--- src/rtl/pipe_mon_pkg.sv ---
// Shared types and constants for the PIPE handshake monitor.
package pipe_mon_pkg;

  typedef enum logic [1:0] {
    EvtRate      = 2'b00,
    EvtPowerdown = 2'b01,
    EvtDetect    = 2'b10
  } evt_type_e;

  typedef enum logic [0:0] {
    StIdle    = 1'b0,
    StWaitPhy = 1'b1
  } state_e;

  localparam logic [2:0] RXSTAT_OK         = 3'b000;
  localparam logic [2:0] RXSTAT_SKP_ADD    = 3'b001;
  localparam logic [2:0] RXSTAT_SKP_REM    = 3'b010;
  localparam logic [2:0] RXSTAT_DETECTED   = 3'b011;
  localparam logic [2:0] RXSTAT_DECODE_ERR = 3'b100;
  localparam logic [2:0] RXSTAT_OVERFLOW   = 3'b101;
  localparam logic [2:0] RXSTAT_UNDERFLOW  = 3'b110;
  localparam logic [2:0] RXSTAT_DISPARITY  = 3'b111;

endpackage

--- src/rtl/pipe_handshake_monitor_if.sv ---
// PIPE transmit/control bus plus monitor capture and event outputs.
interface pipe_handshake_monitor_if
  import pipe_mon_pkg::*;
#(
  parameter int unsigned DATA_WIDTH = 32
) ();
  localparam int unsigned KW = DATA_WIDTH / 8;

  logic [DATA_WIDTH-1:0]    tx_data;
  logic [KW-1:0]            tx_data_k;
  logic                     tx_data_valid;
  logic                     tx_elec_idle;
  logic                     tx_detect_rx;
  logic [3:0]               rate;
  logic [3:0]               powerdown;
  logic                     phy_status;
  logic [2:0]               rx_status;
  logic [DATA_WIDTH+KW-1:0] mon_data;
  logic                     mon_valid;
  logic                     mon_ready;
  logic                     evt_valid;
  evt_type_e                evt_type;
  logic [2:0]               evt_status;

  modport slave (
    input  tx_data, tx_data_k, tx_data_valid, tx_elec_idle, tx_detect_rx,
    input  rate, powerdown, phy_status, rx_status, mon_ready,
    output mon_data, mon_valid, evt_valid, evt_type, evt_status
  );

  modport master (
    output tx_data, tx_data_k, tx_data_valid, tx_elec_idle, tx_detect_rx,
    output rate, powerdown, phy_status, rx_status, mon_ready,
    input  mon_data, mon_valid, evt_valid, evt_type, evt_status
  );
endinterface

--- src/rtl/pipe_mon_fifo.sv ---
// Capture FIFO: registered storage, wrap-bit pointers, accepts push on full when popping.
module pipe_mon_fifo #(
  parameter int unsigned WIDTH = 36,
  parameter int unsigned DEPTH = 16
) (
  input  logic             clk,
  input  logic             rst_n,
  input  logic             push_i,
  input  logic [WIDTH-1:0] data_i,
  output logic [WIDTH-1:0] data_o,
  output logic             valid_o,
  input  logic             ready_i,
  output logic             full_o,
  output logic             empty_o
);
  localparam int unsigned AW = $clog2(DEPTH);

  logic [AW:0]      wr_q, wr_d, rd_q, rd_d;
  logic [WIDTH-1:0] mem_q [DEPTH];
  logic             pop, push_ok;

  always_comb begin
    empty_o = (wr_q == rd_q);
    full_o  = (wr_q[AW] != rd_q[AW]) && (wr_q[AW-1:0] == rd_q[AW-1:0]);
    valid_o = ~empty_o;
    pop     = valid_o & ready_i;
    push_ok = push_i & (~full_o | pop);
    wr_d    = push_ok ? wr_q + 1'b1 : wr_q;
    rd_d    = pop ? rd_q + 1'b1 : rd_q;
    // Empty head reads as zero so nothing stale leaks out.
    data_o  = empty_o ? '0 : mem_q[rd_q[AW-1:0]];
  end

  always_ff @(posedge clk or negedge rst_n) begin
    if (!rst_n) begin
      wr_q <= '0;
      rd_q <= '0;
    end else begin
      wr_q <= wr_d;
      rd_q <= rd_d;
    end
  end

  always_ff @(posedge clk) begin
    if (push_ok) mem_q[wr_q[AW-1:0]] <= data_i;
  end
endmodule

--- src/rtl/pipe_handshake_monitor.sv ---
// Monitors PIPE Tx traffic into a capture FIFO and tracks Rate/Powerdown/Detect
// handshakes against PhyStatus, flagging timeouts, spurious and overlapping requests.
module pipe_handshake_monitor
  import pipe_mon_pkg::*;
#(
  parameter int unsigned DATA_WIDTH     = 32,
  parameter int unsigned FIFO_DEPTH     = 16,
  parameter int unsigned TIMEOUT_CYCLES = 1024
) (
  input  logic                     clk,
  input  logic                     rst_n,
  pipe_handshake_monitor_if.slave  bus,
  input  logic                     clear_errors_i,
  output logic                     err_timeout_o,
  output logic                     err_spurious_o,
  output logic                     err_overlap_o,
  output logic                     overflow_o,
  output logic [15:0]              drop_count_o
);
  localparam int unsigned KW = DATA_WIDTH / 8;
  localparam int unsigned MW = DATA_WIDTH + KW;
  localparam int unsigned TW = $clog2(TIMEOUT_CYCLES + 1);

  logic fifo_push, fifo_full, fifo_empty, fifo_valid, drop;

  assign fifo_push     = bus.tx_data_valid & ~bus.tx_elec_idle;
  assign drop          = fifo_push & fifo_full & ~(fifo_valid & bus.mon_ready);
  assign bus.mon_valid = fifo_valid;

  pipe_mon_fifo #(
    .WIDTH (MW),
    .DEPTH (FIFO_DEPTH)
  ) u_fifo (
    .clk     (clk),
    .rst_n   (rst_n),
    .push_i  (fifo_push),
    .data_i  ({bus.tx_data_k, bus.tx_data}),
    .data_o  (bus.mon_data),
    .valid_o (fifo_valid),
    .ready_i (bus.mon_ready),
    .full_o  (fifo_full),
    .empty_o (fifo_empty)
  );

  fifo_flags_a: assert property (@(posedge clk) disable iff (!rst_n) fifo_empty == ~fifo_valid);

  // Request detection against last-cycle control values.
  logic       primed_q, last_det_q;
  logic [3:0] last_rate_q, last_pd_q;
  logic       req_valid;
  evt_type_e  req_type;

  always_comb begin
    req_valid = 1'b0;
    req_type  = EvtRate;
    if (primed_q) begin
      if (bus.rate != last_rate_q) begin
        req_valid = 1'b1;
        req_type  = EvtRate;
      end else if (bus.powerdown != last_pd_q) begin
        req_valid = 1'b1;
        req_type  = EvtPowerdown;
      end else if (bus.tx_detect_rx && !last_det_q) begin
        req_valid = 1'b1;
        req_type  = EvtDetect;
      end
    end
  end

  always_ff @(posedge clk or negedge rst_n) begin
    if (!rst_n) begin
      primed_q    <= 1'b0;
      last_rate_q <= '0;
      last_pd_q   <= '0;
      last_det_q  <= 1'b0;
    end else begin
      primed_q    <= 1'b1;
      last_rate_q <= bus.rate;
      last_pd_q   <= bus.powerdown;
      last_det_q  <= bus.tx_detect_rx;
    end
  end

  // Handshake FSM.
  state_e          state_q, state_d;
  logic [TW-1:0]   timer_q, timer_d;
  evt_type_e       type_q, type_d;
  logic            evt_valid_q, evt_valid_d;
  evt_type_e       evt_type_q, evt_type_d;
  logic [2:0]      evt_status_q, evt_status_d;
  logic            set_timeout, set_spurious, set_overlap;

  always_comb begin
    state_d      = state_q;
    timer_d      = timer_q;
    type_d       = type_q;
    evt_valid_d  = 1'b0;
    evt_type_d   = evt_type_q;
    evt_status_d = evt_status_q;
    set_timeout  = 1'b0;
    set_spurious = 1'b0;
    set_overlap  = 1'b0;
    unique case (state_q)
      StIdle: begin
        if (req_valid) begin
          state_d = StWaitPhy;
          type_d  = req_type;
          timer_d = '0;
        end else if (bus.phy_status) begin
          set_spurious = 1'b1;
        end
      end
      StWaitPhy: begin
        set_overlap = req_valid;
        // Completion takes precedence over a coincident timeout.
        if (bus.phy_status) begin
          evt_valid_d  = 1'b1;
          evt_type_d   = type_q;
          evt_status_d = bus.rx_status;
          state_d      = StIdle;
        end else if (timer_q == TW'(TIMEOUT_CYCLES - 1)) begin
          set_timeout = 1'b1;
          state_d     = StIdle;
          timer_d     = '0;
        end else begin
          timer_d = timer_q + TW'(1);
        end
      end
      default: state_d = StIdle;
    endcase
  end

  // Sticky flags: a new error in the clearing cycle wins.
  logic        err_timeout_q, err_spurious_q, err_overlap_q, overflow_q;
  logic [15:0] drop_q, drop_d, drop_base;

  always_comb begin
    drop_base = clear_errors_i ? 16'd0 : drop_q;
    drop_d    = (drop && drop_base != 16'hFFFF) ? drop_base + 16'd1 : drop_base;
  end

  always_ff @(posedge clk or negedge rst_n) begin
    if (!rst_n) begin
      state_q        <= StIdle;
      timer_q        <= '0;
      type_q         <= EvtRate;
      evt_valid_q    <= 1'b0;
      evt_type_q     <= EvtRate;
      evt_status_q   <= '0;
      err_timeout_q  <= 1'b0;
      err_spurious_q <= 1'b0;
      err_overlap_q  <= 1'b0;
      overflow_q     <= 1'b0;
      drop_q         <= '0;
    end else begin
      state_q        <= state_d;
      timer_q        <= timer_d;
      type_q         <= type_d;
      evt_valid_q    <= evt_valid_d;
      evt_type_q     <= evt_type_d;
      evt_status_q   <= evt_status_d;
      err_timeout_q  <= set_timeout | (err_timeout_q & ~clear_errors_i);
      err_spurious_q <= set_spurious | (err_spurious_q & ~clear_errors_i);
      err_overlap_q  <= set_overlap | (err_overlap_q & ~clear_errors_i);
      overflow_q     <= drop | (overflow_q & ~clear_errors_i);
      drop_q         <= drop_d;
    end
  end

  assign bus.evt_valid  = evt_valid_q;
  assign bus.evt_type   = evt_type_q;
  assign bus.evt_status = evt_status_q;
  assign err_timeout_o  = err_timeout_q;
  assign err_spurious_o = err_spurious_q;
  assign err_overlap_o  = err_overlap_q;
  assign overflow_o     = overflow_q;
  assign drop_count_o   = drop_q;
endmodule

--- src/flat_wrapper.sv ---
// flat-port wrapper written by rule: the top's interface ports become plain ports
module pipe_handshake_monitor_flat import pipe_mon_pkg::*;
#(
  parameter int unsigned DATA_WIDTH     = 32,
  parameter int unsigned FIFO_DEPTH     = 16,
  parameter int unsigned TIMEOUT_CYCLES = 1024
)
  (clk, rst_n, clear_errors_i, err_timeout_o, err_spurious_o, err_overlap_o, overflow_o, drop_count_o, bus_tx_data, bus_tx_data_k, bus_tx_data_valid, bus_tx_elec_idle, bus_tx_detect_rx, bus_rate, bus_powerdown, bus_phy_status, bus_rx_status, bus_mon_ready, bus_mon_data, bus_mon_valid, bus_evt_valid, bus_evt_type, bus_evt_status);
  pipe_handshake_monitor_if #(.DATA_WIDTH(DATA_WIDTH)) bus_i ();
  input  logic clk;
  input  logic rst_n;
  input  logic clear_errors_i;
  output logic err_timeout_o;
  output logic err_spurious_o;
  output logic err_overlap_o;
  output logic overflow_o;
  output logic [15:0] drop_count_o;
  input wire logic [$bits(bus_i.tx_data)-1:0] bus_tx_data;
  input wire logic [$bits(bus_i.tx_data_k)-1:0] bus_tx_data_k;
  input wire logic [$bits(bus_i.tx_data_valid)-1:0] bus_tx_data_valid;
  input wire logic [$bits(bus_i.tx_elec_idle)-1:0] bus_tx_elec_idle;
  input wire logic [$bits(bus_i.tx_detect_rx)-1:0] bus_tx_detect_rx;
  input wire logic [$bits(bus_i.rate)-1:0] bus_rate;
  input wire logic [$bits(bus_i.powerdown)-1:0] bus_powerdown;
  input wire logic [$bits(bus_i.phy_status)-1:0] bus_phy_status;
  input wire logic [$bits(bus_i.rx_status)-1:0] bus_rx_status;
  input wire logic [$bits(bus_i.mon_ready)-1:0] bus_mon_ready;
  output wire logic [$bits(bus_i.mon_data)-1:0] bus_mon_data;
  output wire logic [$bits(bus_i.mon_valid)-1:0] bus_mon_valid;
  output wire logic [$bits(bus_i.evt_valid)-1:0] bus_evt_valid;
  output wire logic [$bits(bus_i.evt_type)-1:0] bus_evt_type;
  output wire logic [$bits(bus_i.evt_status)-1:0] bus_evt_status;
  assign bus_i.tx_data = bus_tx_data;
  assign bus_i.tx_data_k = bus_tx_data_k;
  assign bus_i.tx_data_valid = bus_tx_data_valid;
  assign bus_i.tx_elec_idle = bus_tx_elec_idle;
  assign bus_i.tx_detect_rx = bus_tx_detect_rx;
  assign bus_i.rate = bus_rate;
  assign bus_i.powerdown = bus_powerdown;
  assign bus_i.phy_status = bus_phy_status;
  assign bus_i.rx_status = bus_rx_status;
  assign bus_i.mon_ready = bus_mon_ready;
  assign bus_mon_data = bus_i.mon_data;
  assign bus_mon_valid = bus_i.mon_valid;
  assign bus_evt_valid = bus_i.evt_valid;
  assign bus_evt_type = bus_i.evt_type;
  assign bus_evt_status = bus_i.evt_status;
  pipe_handshake_monitor #(.DATA_WIDTH(DATA_WIDTH), .FIFO_DEPTH(FIFO_DEPTH), .TIMEOUT_CYCLES(TIMEOUT_CYCLES)) u_core (.clk(clk), .rst_n(rst_n), .bus(bus_i), .clear_errors_i(clear_errors_i), .err_timeout_o(err_timeout_o), .err_spurious_o(err_spurious_o), .err_overlap_o(err_overlap_o), .overflow_o(overflow_o), .drop_count_o(drop_count_o));
endmodule
--- config.mk ---
export PLATFORM = sky130hd
export DESIGN_NAME = pipe_handshake_monitor_flat
export DESIGN_NICKNAME = d
export VERILOG_FILES = /design/src/rtl/pipe_mon_pkg.sv /design/src/rtl/pipe_handshake_monitor_if.sv /design/src/rtl/pipe_mon_fifo.sv /design/src/rtl/pipe_handshake_monitor.sv /design/src/flat_wrapper.sv
export SDC_FILE = /design/constraint.sdc
export NUM_CORES = 1
export LEC_CHECK = 0
export CORE_MARGIN = 2
export CORE_UTILIZATION = 64
export DETAILED_ROUTE_END_ITERATION = 8
export PLACE_DENSITY = 0.84
export SLEW_MARGIN = 20
export SYNTH_ARGS = -nofsm -noshare
export SYNTH_HDL_FRONTEND = slang
export SYNTH_HIERARCHICAL = 1
export SYNTH_SLANG_ARGS = --single-unit
--- constraint.sdc ---
create_clock -name clk -period 10.85 [get_ports clk]
set_input_delay 1.6275 -clock clk [delete_from_list [all_inputs] [get_ports clk]]
set_output_delay 1.6275 -clock clk [all_outputs]
set_load 0.05 [all_outputs]
==> impl_metrics.ini, run 1 <==
[run_status]
status = finished clean

[detailed_routing]
top_layer_used = met5
totalWireLength_um = 54600
m1WireLength_um = 19700
via_count = 12538
drt-vias-per-instance = 6.66
detail_route.first_pass.iterations = 7
ant_nets = 0
wire_per_inst_um = 29.0
wl_met2_um = 28000
drt_iter0_markers = 1452
drc = 0
wl_met3_um = 5340

[synthesis]
synth_cell_type_count = 57
netlist_area_um2 = 24600
yosysTopAreaCellShare = 0.702
synth_area_per_cell_um2 = 20.9
synthFlopType = edfxtp_1
muxShareOfSynthArea = 0.137
ys_top_cells_by_count = edfxtp_1, mux4_2, a22oi_1
synth_warnings = 6
yosysMostFrequentCell = edfxtp_1
synthCells = 1180
synth_xor_area_frac = 0.0110
synth_top_family_by_area = multiplexers
synth_area_leader_cell = edfxtp_1
synth-simple-area-share = 0.0278
async_reset_ff_frac = 0.0943
synth_edf_count = 576
syn-num-nets = 1242
synth_compound_area_frac = 0.0412
ys_ff_latch = 636
ys_seq_area_frac = 0.763
synthAdderAreaFrac = 0.00356
synthTopCellsByArea = edfxtp_1, mux4_2, dfrtp_1, a22oi_1, a21oi_1

[place]
hpwlAfterDp_um = 26400
globalplace.congestion = 0.773
io_buffers = 117

[die]
die_w_um = 200
start_util = 0.653
die-area_um2 = 40100
rows = 71
die_h_um = 200
ios = 118
coreArea_um2 = 37800

[clocking]
cts_tree = built
cts_buffers = 59
clock-sinks = 636
cts_root_buffer = clkbuf_16
clk_latency_ps = 620
ctsHoldBuffers = 0
clock_path_buffers = 3
cts_setup_buffers = 0
htreeDepth = 2
clkTransAtPathRegs_ps = 60
cts_resized = 0

[job]
max_cap_violations = 0

[grt]
grt_max_degree = 61
grt_overflow = 0
grt_pass1_vias = 13072
antenna_found_initial = 4
grt_pass1_wl_um = 81700
grtUsageTotal = 0.280

[power]
p_switching_uw = 2500
irDropWorstVdd_mv = 0.202
p_seq_frac = 0.396
switching_share = 0.337
power_density_nw_per_um2 = 263
power_frac_comb = 0.339
cellLeakagePower_uw = 0.00915
clockPowerShare = 0.266
p_int_uw = 4920

[setup_path]
max_stage_delay_ps = 890
cpMostUsedCell = buf_4
startpoint = u_core/u_fifo/rd_q[1]
crit_path_end_kind = output pin
rr_worst_depth = 5
cp_cell_sequence = buf_4, buf_4, mux4_2, a22oi_1, a21oi_1, clkdlybuf4s50_1
crit_fanout = 51
critical_path_class = reg -> out
slowest_stage = dfrtp_4
critPathRequiredTime_ps = 9220
start_kind = flop
crit_arrival_ps = 4620
timing.rr.start = u_core/u_fifo/rd_q[1]

[sta]
period_needed_ps = 6250
rsz0062_at_grt = false
relSlewSlack = 0.345
worst_pin_slew_ps = 983
slew_viol_final = 0
fmax_ghz = 0.160
finalSetupViolations = 0
fin_crit_sh = 0.576
hold_ws_ps = 464
final_hold_viol_count = 0
finClkSkew_ps = 20.5
fin_tns_setup_ps = 0

[finish]
area_growth_syn_to_layout_pct = 14.5
drive_above_1_share = 0.210
final_nets = 1387

[hold_path]
worstHoldPathCells = 1
hp-start = u_core/timer_q[10]
min-delay-path-class = reg -> reg
## through the flow
| stage | worst slack (ps) | utilization | std cells | power, uW | instance area [um2] |
|---|---|---|---|---|---|
| finish | 4600 | 0.747 | 1883 | 7420 | 28200 |
| global route | 4480 | 0.747 | 1883 | 7660 | 28200 |
| CTS | 4530 | 0.747 | 1882 | 7460 | 28200 |
| detailed placement | 5230 | 0.698 | 1775 | 5470 | 26400 |
| global placement | 5280 | 0.698 | 1775 | 5430 | 26400 |
| floorplan | 5610 | - | 1180 | 4730 | 24600 |
## metal layers
metal / global-route usage / up-vias
li1: - / 5179
met1: 0.381 / 6534
met2: 0.464 / 699
met3: 0.0532 / 120
met4: 0.0954 / 6
met5: 0 / -
## worst max-delay path, delay by kind of cell, from the launching register on
kind | cells | cell delay [ps]
DFF | 1 | 890
muxes | 1 | 360
AOI/OAI and AO/OA | 2 | 380
buffers and inverters | 3 | 2330
## cell families (layout without fill, tap and decap cells)
group | Yosys count | count (layout)
compound gates | 152 | 152
xor+xnor | 31 | 31
fa+ha+maj | 7 | 7
buf+inv | 76 | 267
flops | 636 | 636
mux | 155 | 155
other cells | 1 | 2
simple gates | 122 | 122
## power by group through the flow
stage	clock [uW]	combinational [uW]	sequential, uW
after floorplan	0	1800	2930
after global routing	2080	2630	2950
after CTS	2000	2530	2940
after global placement	0	2460	2970
after detailed placement	0	2490	2980
final	1970	2510	2940
## final timing paths
| kind | end | slack [ps] |
|---|---|---|
| worst max-delay path | bus_mon_data[34] | 4600 |
| worst min-delay path | u_core/err_timeout_o | 460 |
| worst min register to register | u_core/err_timeout_o | 460 |
| worst max register to register | u_core/u_fifo/mem_q[2][31] | 7580 |
| min in group asynchronous | u_core/last_pd_q[1] | 1170 |
| max in group asynchronous | u_core/u_fifo/rd_q[1] | 9100 |
## placed cells by master, fill, tap and decap left out, types with 2 or more instances in the layout
cell type | synthesis | layout
nor2_4 | 0 | 2
xnor2_1 | 23 | 23
clkinvlp_4 | 0 | 4
dfrtp_4 | 0 | 2
nor2b_1 | 13 | 10
o21ai_0 | 16 | 16
clkbuf_1 | 15 | 19
mux2_2 | 6 | 6
nand4_1 | 9 | 9
o31a_1 | 2 | 2
dfrtp_1 | 60 | 58
clkdlybuf4s50_1 | 0 | 116
ha_1 | 7 | 7
clkinv_1 | 0 | 10
and3_1 | 16 | 4
mux2i_1 | 3 | 3
nor2_1 | 22 | 20
buf_4 | 9 | 27
nand2b_1 | 2 | 2
nand2_1 | 23 | 23
a31oi_1 | 3 | 3
clkinv_2 | 0 | 9
o41ai_1 | 2 | 2
inv_1 | 14 | 14
mux4_2 | 144 | 144
or3_1 | 2 | 2
clkbuf_16 | 0 | 59
and4_1 | 3 | 3
bufinv_16 | 0 | 5
and3_2 | 0 | 12
xor2_1 | 8 | 8
edfxtp_1 | 576 | 576
nor2b_4 | 0 | 3
nor3_1 | 9 | 8
a22oi_1 | 72 | 72
and2_1 | 3 | 2
nand3_1 | 9 | 9
o311ai_0 | 2 | 2
a21oi_1 | 45 | 45
## flip-flops by register name, summed over array words and instances (netlist names), 2 cells and up
signal / cells
u_core/u_fifo/wr_q: 5
u_core/type_q: 2
u_core/bus.evt_status: 3
u_core/drop_count_o: 16
u_core/last_rate_q: 4
u_core/u_fifo/mem_q: 576
u_core/u_fifo/rd_q: 5
u_core/bus.evt_type: 2
u_core/timer_q: 11
u_core/last_pd_q: 4
## layout make-up
class	count	area, um2
Sequential cell	636	18800
Clock buffer	78	1550
Timing Repair Buffer	145	1380
Multi-Input combinational cell	468	5490
Tap cell	511	639
Antenna cell	1	2.50
Fill cell	2028	9560
Inverter	15	56.3
Clock inverter	29	272
No activity file was read; power rests on OpenSTA's default activity.
==> run 2: changes to the inputs <==
--- a/config.mk
+++ b/config.mk
@@ -6,9 +6,9 @@
 export NUM_CORES = 1
 export LEC_CHECK = 0
 export CORE_MARGIN = 2
-export CORE_UTILIZATION = 64
+export CORE_UTILIZATION = 60
 export DETAILED_ROUTE_END_ITERATION = 8
-export PLACE_DENSITY = 0.84
+export PLACE_DENSITY = 0.79
 export SLEW_MARGIN = 20
 export SYNTH_ARGS = -nofsm -noshare
 export SYNTH_HDL_FRONTEND = slang
==> constraint.sdc (replaced) <==
create_clock -name clk -period 6.2 [get_ports clk]
set_input_delay 0.93 -clock clk [delete_from_list [all_inputs] [get_ports clk]]
set_output_delay 0.93 -clock clk [all_outputs]
set_load 0.05 [all_outputs]
==> impl_metrics.ini, run 2 (same netlist as run 1, synthesis figures left out) <==
[run_status]
status = finished clean

[detailed_routing]
ant_nets = 0
via_count = 12439
detail_route.first_pass.iterations = 7
totalWireLength_um = 54300
drt-vias-per-instance = 6.51
wire_per_inst_um = 28.4
drt_iter0_markers = 1279
drc = 0

[sta]
rsz0062_at_grt = false
fin_tns_setup_ps = 0
period_needed_ps = 4810
relSlewSlack = 0.213
worst_pin_slew_ps = 1180
slew_viol_final = 0
fmax_ghz = 0.208
fin_crit_sh = 0.777
timing.final.ws_setup_ps = 1390
finalSetupViolations = 0
hold_ws_ps = 461
final_hold_viol_count = 0
finClkSkew_ps = 24.7

[finish]
fill_cells = 2429
largest_register_ffs = 576
final_common_cell = edfxtp_1
area_growth_syn_to_layout_pct = 15.2
drive_above_1_share = 0.217
final_nets = 1390
finalInstanceArea_um2 = 28400
final_cell_mix = edfxtp_1, mux4_2, clkdlybuf4s50_1
final_cells = 1910

[grt]
antenna_found_initial = 2
grt_max_degree = 78
grt_pass1_wl_um = 79300
grt_overflow = 0
grt_pass1_vias = 12608
grtUsageTotal = 0.260

[clocking]
clock_path_buffers = 3
ctsHoldBuffers = 0
cts_root_buffer = clkbuf_16
clock-sinks = 636
clkTransAtPathRegs_ps = 60
cts_setup_buffers = 0
cts_resized = 0
cts_buffers = 59
cts_tree = built
htreeDepth = 2
clk_latency_ps = 620

[setup_path]
max_stage_delay_ps = 780
crit_fanout = 36
crit_arrival_ps = 3880
critPathRequiredTime_ps = 5270
critical_path_class = reg -> out
slowest_stage = clkdlybuf4s50_1
start_kind = flop
critPathTopFamily = buffers and inverters
path_buf_inv = 2
cp_cell_sequence = buf_4, mux4_2, a22oi_1, a21oi_1, clkdlybuf4s50_1
crit_path_end_kind = output pin

[hold_path]
min-delay-path-class = reg -> reg

[place]
io_buffers = 117
dpl-instance-area_um2 = 26400
place_inst = 1798
globalplace.congestion = 0.778
place_ws_ps = 1970
hpwlAfterDp_um = 27600

[power]
irDropWorstVdd_mv = 0.347
power_density_nw_per_um2 = 464
cellLeakagePower_uw = 0.00923

[die]
die-area_um2 = 42700
ios = 118
rows = 74
die_h_um = 207
coreArea_um2 = 40600
die_w_um = 207
start_util = 0.606

[job]
max_cap_violations = 0
[run 2: per-layer routing]
metal	vias up	routed length (um)	share of wire	GRT usage
li1	5193	-	-	-
met1	6478	20400	0.38	0.357
met2	651	27700	0.51	0.432
met3	117	4710	0.087	0.0505
met4	0	1490	0.027	0.0755
met5	-	0	0	0
[run 2: final timing paths]
| path | from | to | slack (ps) | cells past startpoint |
|---|---|---|---|---|
| worst max-delay path | u_core/u_fifo/rd_q[0] | bus_mon_data[31] | 1390 | 5 |
| worst min-delay path | u_core/timer_q[10] | u_core/err_timeout_o | 460 | 1 |
| worst max register to register | u_core/u_fifo/rd_q[0] | u_core/u_fifo/mem_q[10][29] | 3090 | 5 |
| worst min register to register | u_core/timer_q[10] | u_core/err_timeout_o | 460 | 1 |
| max in group asynchronous | rst_n | u_core/u_fifo/rd_q[0] | 5140 | 2 |
| min in group asynchronous | rst_n | u_core/last_rate_q[2] | 480 | 2 |
[run 2: per-stage QoR]
step,utilization,power (uW)
floorplan,-,8280
CTS,0.697,13300
detailed placement,0.650,9630
global route,0.698,13600
finish,0.698,13200
global placement,0.650,9550
[run 2: power breakdown]
part,internal [uW],switching (uW),leakage [uW]
clock network,2080,1530,0.000938
logic,1740,2720,0.00233
registers,4940,170,0.00597
[run 2: layout make-up]
class,instances,area [um2],area share
clock inverters,35,363,0.0128
diodes,2,5.00,0.000176
inverters,15,56.3,0.00198
well taps,532,666,0.0235
multi-input cells,468,5490,0.194
clock buffers,74,1560,0.0551
flip-flops and latches,636,18800,0.663
repair buffers,148,1420,0.0500
